--- src/rtl/reconfig_controller_pkg.sv ---
// ----------------------------------------------------------------------------
// mutative_types
// Shared types and geometry constants for the mutative cache reconfiguration
// logic: the controller state encoding, the setup register width/range and the
// cache geometry with its derived index widths.
// ----------------------------------------------------------------------------
package mutative_types;

    // Associativity setup register
    localparam int SETUP_BITS = 2;
    localparam int SETUP_MAX  = 3;

    // Cache geometry (both powers of two, WAYS >= 2)
    localparam int SET_SIZE = 16;
    localparam int WAYS     = 4;
    localparam int SET_W    = $clog2(SET_SIZE);
    localparam int WAY_W    = $clog2(WAYS);
    localparam int LINE_W   = SET_W + WAY_W;

    typedef enum logic [2:0] {
        ST_IDLE,
        ST_DRAIN,
        ST_FLUSH,
        ST_INVAL,
        ST_COMMIT
    } reconfig_state_t;

endpackage

--- src/rtl/reconfig_controller_sweeper.sv ---
// ----------------------------------------------------------------------------
// flush_sweeper
// Line counter for the writeback sweep. Walks every line set-major: the low
// WAY_W bits select the way, the upper SET_W bits select the set.
//
// Ports:
//   clk, rst     clock, asynchronous active-high reset
//   start_i      clear the counter to line 0
//   advance_i    current line acknowledged, step to the next one
//   set_o        set index of the current line
//   way_o        way index of the current line
//   last_o       current line is the final line of the sweep
// ----------------------------------------------------------------------------
module flush_sweeper #(
    parameter int SET_W = 4,
    parameter int WAY_W = 2
) (
    input  logic             clk,
    input  logic             rst,
    input  logic             start_i,
    input  logic             advance_i,
    output logic [SET_W-1:0] set_o,
    output logic [WAY_W-1:0] way_o,
    output logic             last_o
);

    localparam int LINE_W = SET_W + WAY_W;

    logic [LINE_W-1:0] line_q;

    // NOTE: sequential state uses non-blocking assignments so every flop
    // samples the pre-edge value, independent of block ordering.
    always_ff @(posedge clk or posedge rst) begin
        if (rst) begin
            line_q <= '0;
        end else if (start_i) begin
            line_q <= '0;
        end else if (advance_i) begin
            // Wraps to 0 naturally after the last line.
            line_q <= line_q + 1'b1;
        end
    end

    assign set_o  = line_q[LINE_W-1:WAY_W];
    assign way_o  = line_q[WAY_W-1:0];
    assign last_o = &line_q;

endmodule

--- src/rtl/reconfig_controller.sv ---
// ----------------------------------------------------------------------------
// reconfig_controller
// Sequences an associativity change of the mutative cache: stall the CPU,
// drain the in-flight transaction, sweep every line for writeback, clear all
// valid/dirty bits, then commit the new setup. Sole owner of the setup register.
//
// Ports:
//   clk, rst        clock, asynchronous active-high reset
//   setup_valid     predictor request pending (held until setup_ready)
//   setup_update    1 = upscale (setup+1), 0 = downscale (setup-1)
//   setup_ready     one-cycle completion (commit, or immediate drop if illegal)
//   setup           current associativity configuration
//   cache_busy      cache FSM has a transaction in flight
//   stall           cache must not accept new CPU requests
//   flush_req       writeback/check request for line (flush_set, flush_way)
//   flush_ready     current flush line handled
//   inval_all       one-cycle pulse clearing all valid/dirty bits
//   reconfig_count  saturating count of committed reconfigurations
// ----------------------------------------------------------------------------
module reconfig_controller #(
    parameter int SET_SIZE  = mutative_types::SET_SIZE,
    parameter int WAYS      = mutative_types::WAYS,
    parameter int SETUP_MAX = mutative_types::SETUP_MAX,
    parameter int CNT_W     = 16
) (
    input  logic                                  clk,
    input  logic                                  rst,
    input  logic                                  setup_valid,
    input  logic                                  setup_update,
    output logic                                  setup_ready,
    output logic [mutative_types::SETUP_BITS-1:0] setup,
    input  logic                                  cache_busy,
    output logic                                  stall,
    output logic                                  flush_req,
    output logic [$clog2(SET_SIZE)-1:0]           flush_set,
    output logic [$clog2(WAYS)-1:0]               flush_way,
    input  logic                                  flush_ready,
    output logic                                  inval_all,
    output logic [CNT_W-1:0]                      reconfig_count
);

    localparam int SB    = mutative_types::SETUP_BITS;
    localparam int SET_W = $clog2(SET_SIZE);
    localparam int WAY_W = $clog2(WAYS);
    localparam logic [SB-1:0] SETUP_TOP = SB'(SETUP_MAX);

    mutative_types::reconfig_state_t state_q;

    logic             dir_q;      // latched direction of the accepted request
    logic [SB-1:0]    setup_q;
    logic [SB-1:0]    setup_d;
    logic [CNT_W-1:0] count_q;

    logic req_legal;
    logic sweep_start;
    logic sweep_advance;
    logic sweep_last;

    // A request is legal only if it keeps setup inside 0..SETUP_MAX.
    assign req_legal = setup_update ? (setup_q < SETUP_TOP) : (setup_q != '0);

    assign setup_d = dir_q ? setup_q + 1'b1 : setup_q - 1'b1;

    // Counter is cleared on the cycle DRAIN sees the cache idle, so FLUSH
    // always opens on set 0 / way 0.
    assign sweep_start   = (state_q == mutative_types::ST_DRAIN) && !cache_busy;
    assign sweep_advance = flush_req && flush_ready;

    always_ff @(posedge clk or posedge rst) begin
        if (rst) begin
            state_q <= mutative_types::ST_IDLE;
            dir_q   <= 1'b0;
            setup_q <= '0;
            count_q <= '0;
        end else begin
            case (state_q)
                mutative_types::ST_IDLE: begin
                    // Illegal requests are dropped combinationally via setup_ready.
                    if (setup_valid && req_legal) begin
                        dir_q   <= setup_update;
                        state_q <= mutative_types::ST_DRAIN;
                    end
                end
                mutative_types::ST_DRAIN: begin
                    if (!cache_busy) state_q <= mutative_types::ST_FLUSH;
                end
                mutative_types::ST_FLUSH: begin
                    if (sweep_advance && sweep_last) state_q <= mutative_types::ST_INVAL;
                end
                mutative_types::ST_INVAL: begin
                    state_q <= mutative_types::ST_COMMIT;
                end
                mutative_types::ST_COMMIT: begin
                    setup_q <= setup_d;
                    if (count_q != '1) count_q <= count_q + 1'b1;
                    state_q <= mutative_types::ST_IDLE;
                end
                default: state_q <= mutative_types::ST_IDLE;
            endcase
        end
    end

    flush_sweeper #(
        .SET_W (SET_W),
        .WAY_W (WAY_W)
    ) u_sweeper (
        .clk       (clk),
        .rst       (rst),
        .start_i   (sweep_start),
        .advance_i (sweep_advance),
        .set_o     (flush_set),
        .way_o     (flush_way),
        .last_o    (sweep_last)
    );

    // Outputs decode registered state only; the IDLE drop term is the single
    // input-to-output path.
    assign stall          = (state_q != mutative_types::ST_IDLE);
    assign flush_req      = (state_q == mutative_types::ST_FLUSH);
    assign inval_all      = (state_q == mutative_types::ST_INVAL);
    assign setup_ready    = (state_q == mutative_types::ST_COMMIT) ||
                            ((state_q == mutative_types::ST_IDLE) && setup_valid && !req_legal);
    assign setup          = setup_q;
    assign reconfig_count = count_q;

endmodule

--- config.mk ---
export PLATFORM = sky130hd
export DESIGN_NAME = reconfig_controller
export DESIGN_NICKNAME = d
export VERILOG_FILES = /design/src/rtl/reconfig_controller_pkg.sv /design/src/rtl/reconfig_controller_sweeper.sv /design/src/rtl/reconfig_controller.sv
export SDC_FILE = /design/constraint.sdc
export NUM_CORES = 1
export LEC_CHECK = 0
export ABC_AREA = 1
export CORE_ASPECT_RATIO = 0.7
export CORE_UTILIZATION = 50
export CTS_BUF_LIST = sky130_fd_sc_hd__clkbuf_16
export CTS_CLUSTER_SIZE = 8
export DETAILED_ROUTE_END_ITERATION = 8
export DONT_BUFFER_PORTS = 1
export PLACE_DENSITY = 0.68
export SLEW_MARGIN = 20
export SYNTH_ARGS = -nofsm -noshare
export SYNTH_HDL_FRONTEND = slang
export SYNTH_HIERARCHICAL = 1
export SYNTH_SLANG_ARGS = --single-unit
--- constraint.sdc ---
create_clock -name clk -period 1.4 [get_ports clk]
set_input_delay 0.14 -clock clk [delete_from_list [all_inputs] [get_ports clk]]
set_output_delay 0.14 -clock clk [all_outputs]
set_load 0.01 [all_outputs]
==> impl_metrics.tcl <==
set metrics [dict create \
    ys_seq_area_frac 0.422 \
    synth_seq_cells 28 \
    min_period_ns 1.44 \
    critical_path.endpoint_type "flop" \
    reg2reg_depth 8 \
    start_kind "flop" \
    ant_nets 0 \
    clock-sinks 28 \
    grt_pass1_vias 1521 \
    grt_pass1_wl_um 6670 \
    failed_checks "DRC, setup timing" \
    rsz0062_at_grt "yes" \
    start_util 0.527 \
    grt_overflow 0 \
    synth_nets 237 \
    holdPathStages 2 \
    diodes 0 \
    fin_cells 312 \
    wl_per_cell_um 12.8 \
    synth_xor_area_frac 0.0528 \
    status "complete, but fails checks" \
    relSlewSlack 0.761 \
    cellLeakagePower_nw 1.03 \
    synth_top_family_by_area "simple AND/OR/NAND/NOR gates" \
    grt_use_total 0.244 \
    max_freq_mhz 695 \
    finalClockSkew_ns 0.00442 \
    clk_pin_slew_ns 0.07 \
    drive_above_1_share 0.310 \
    core_um2 3150 \
    antenna_found_initial 0 \
    die_h_um 50.2 \
    synth_simple_gate_area_share 0.388 \
    maxCapViolations 0 \
    synthCells 229 \
    hold_class "input pin to flop" \
    place_congestion 0.815 \
    clk_latency_ns 0.26 \
    routed_wl_um 3990 \
    drc_errors 2 \
    worst_slew_pin_slew_ns 0.356 \
    area_growth_pct 34.5 \
    worst_slack_ns -0.0386 \
    viasPerCell 5.02 \
    first_iter_violations 67 \
    setup_viol 6 \
    synth_compound_area_frac 0.0497 \
    fillers 259 \
    hpwl_um 2850 \
    synth_area_um2 1660 \
    ios 34 \
    num_rows 17 \
    placed_area_um2 2010 \
    cp_cell_sequence "inv_2 -> nand2_4 -> nor2_4 -> inv_2 -> nor2_4 -> buf_4 -> nand3_1 -> nor3b_1" \
    via_count 1565 \
    p_per_area_nw_per_um2 1440 \
    synth.mux.area_fraction 0 \
    die_w_um 70.9 \
    clockBufferDepth 2 \
    synth_fa_ha_area_frac 0.0151 \
    power_mw 3.22 \
    hold_viol 0 \
    critPathMaxStageDelay_ns 0.44 \
    drv_slew 0 \
    crit_fanout 4 \
    critPathKind "flop to flop" \
    cts_tree "built" \
    grt_max_degree 23 \
    place_inst 300 \
    dieArea_um2 3560 \
    root_buffer "clkbuf_16" \
    drtPass1Iterations 6 \
    avgSynthCellArea_um2 7.25 \
    io_buffers 0 \
    peakVddDrop_v 0.000839 \
    numCtsBuffers 3 \
    finalCritPeriodShare 1.03 \
    nets 283 \
    arrival_ns 1.59 \
    cts_htree_levels 1 \
    worst_ep_required_time_ns 1.55 \
    ys_warn_count 6 \
    final_area_um2 2230 \
    cp_slowest_cell "dfrtp_1" \
    yosysUniqueCellTypes 22 \
]
## flip-flops by register name, summed over array words and instances (netlist names)
signal and count:
u_sweeper/line_q 6, setup 2, reconfig_count 16, state_q 3, dir_q 1
## worst paths after layout
check                        startpoint                  end  slack [ns]
max reg2reg                  state_q[2]  u_sweeper/line_q[2]       -0.04
max                          state_q[2]  u_sweeper/line_q[2]       -0.04
min reg2reg                    setup[1]             setup[1]        0.57
min in group asynchronous           rst  u_sweeper/line_q[1]        0.26
max in group asynchronous           rst           state_q[1]        0.77
min                        setup_update                dir_q       0.007
## metal layers
layer  up-vias  GRT usage  part of all wire  routed length, um
met5         -          0                 0                  0
met4         0     0.0533            0.0048                 19
met3         2     0.0602             0.058                232
met2        41      0.404              0.46               1820
met1       710      0.327              0.48               1910
li1        812          -                 -                  -
## report_power, final
part | switching [mW] | total [mW] | internal (mW)
Sequential | 0.198 | 1.17 | 0.972
Clock | 0.259 | 0.642 | 0.382
Combinational | 0.767 | 1.40 | 0.637
Total | 1.22 | 3.22 | 1.99
## cell usage after synthesis
cell type | n | area share
nand2_1 | 78 | 0.18
dfrtp_1 | 28 | 0.42
nor2_1 | 28 | 0.063
inv_1 | 22 | 0.050
nand3_1 | 17 | 0.051
xnor2_1 | 8 | 0.042
nor2_2 | 7 | 0.026
nand4_1 | 6 | 0.023
o21ai_1 | 6 | 0.018
a21oi_1 | 4 | 0.012
inv_2 | 4 | 0.0090
nor3_1 | 4 | 0.012
o21ai_0 | 3 | 0.0090
buf_6 | 2 | 0.014
ha_1 | 2 | 0.015
nor2_4 | 2 | 0.014
o21ai_2 | 2 | 0.011
xor2_1 | 2 | 0.011
and2b_1 | 1 | 0.0045
nand2_2 | 1 | 0.0038
nor3_4 | 1 | 0.0098
nor3b_1 | 1 | 0.0045
## layout by cell type, fill, tap and decap left out, types with 2 or more instances in the layout
cell type      synthesis  final
nand2_2                1     10
inv_1                 22     21
a21oi_1                4      4
dlygate4sd3_1          0      2
xnor2_1                8      8
nand4_1                6      6
clkbuf_16              0      3
o21ai_1                6      6
nor3_1                 4      3
nand2_1               78     68
dfrtp_2                0      3
buf_6                  2      2
dfrtp_1               28     25
nor2_4                 2      8
xor2_1                 2      2
nand3_1               17     16
buf_4                  0     37
o21ai_0                3      3
inv_2                  4      6
nor2_2                 7      7
nor2_1                28     22
buf_12                 0      2
## metrics by stage
stage	util	hold WS, ns	setup TNS (ns)	worst slack (ns)
finish	0.709	0.00736	-0.0698	-0.0386
global route	0.709	0.0163	-1.77	-0.109
CTS	0.685	0.00185	0	0.00478
detailed placement	0.637	-0.0421	-0.0548	-0.0305
global placement	0.637	-0.0314	0	0.0195
floorplan	-	-0.0690	-0.000931	-0.000931
## critical path, delay by kind of cell (launching register included)
kind | cells | cell delay, ns
buffers and inverters | 3 | 0.31
DFF | 1 | 0.44
and+or+nand+nor | 5 | 0.58
## cells by family (layout without fill, tap and decap cells)
group | after synthesis | count (layout)
AO/OA/AOI/OAI | 15 | 15
XOR/XNOR | 10 | 10
AND/OR/NAND/NOR | 146 | 146
adder cells (fa/ha/maj) | 2 | 2
buffers and inverters | 28 | 73
flip-flops | 28 | 28
## timing repair
action / in CTS / in global routing
hold buffers: 2 / 0
endpoints found under the hold margin: 29 / 0
buffers inserted: 2 / 4
setup endpoints to repair: 12 / 23
gates resized for setup: 10 / 16
pin swaps: 5 / 8
## final cells by class
cell class                 count  area (um^2)  area share
sequential                    28          704       0.315
clock buffer                   3         75.1      0.0336
timing repair buffer          43          360       0.161
tap                           38         47.5      0.0213
multi-input combinational    173          945       0.423
inverter                      26         97.6      0.0437
clock inverter                 1         3.75     0.00168
Note: power is estimated with default switching activity, not from simulation.
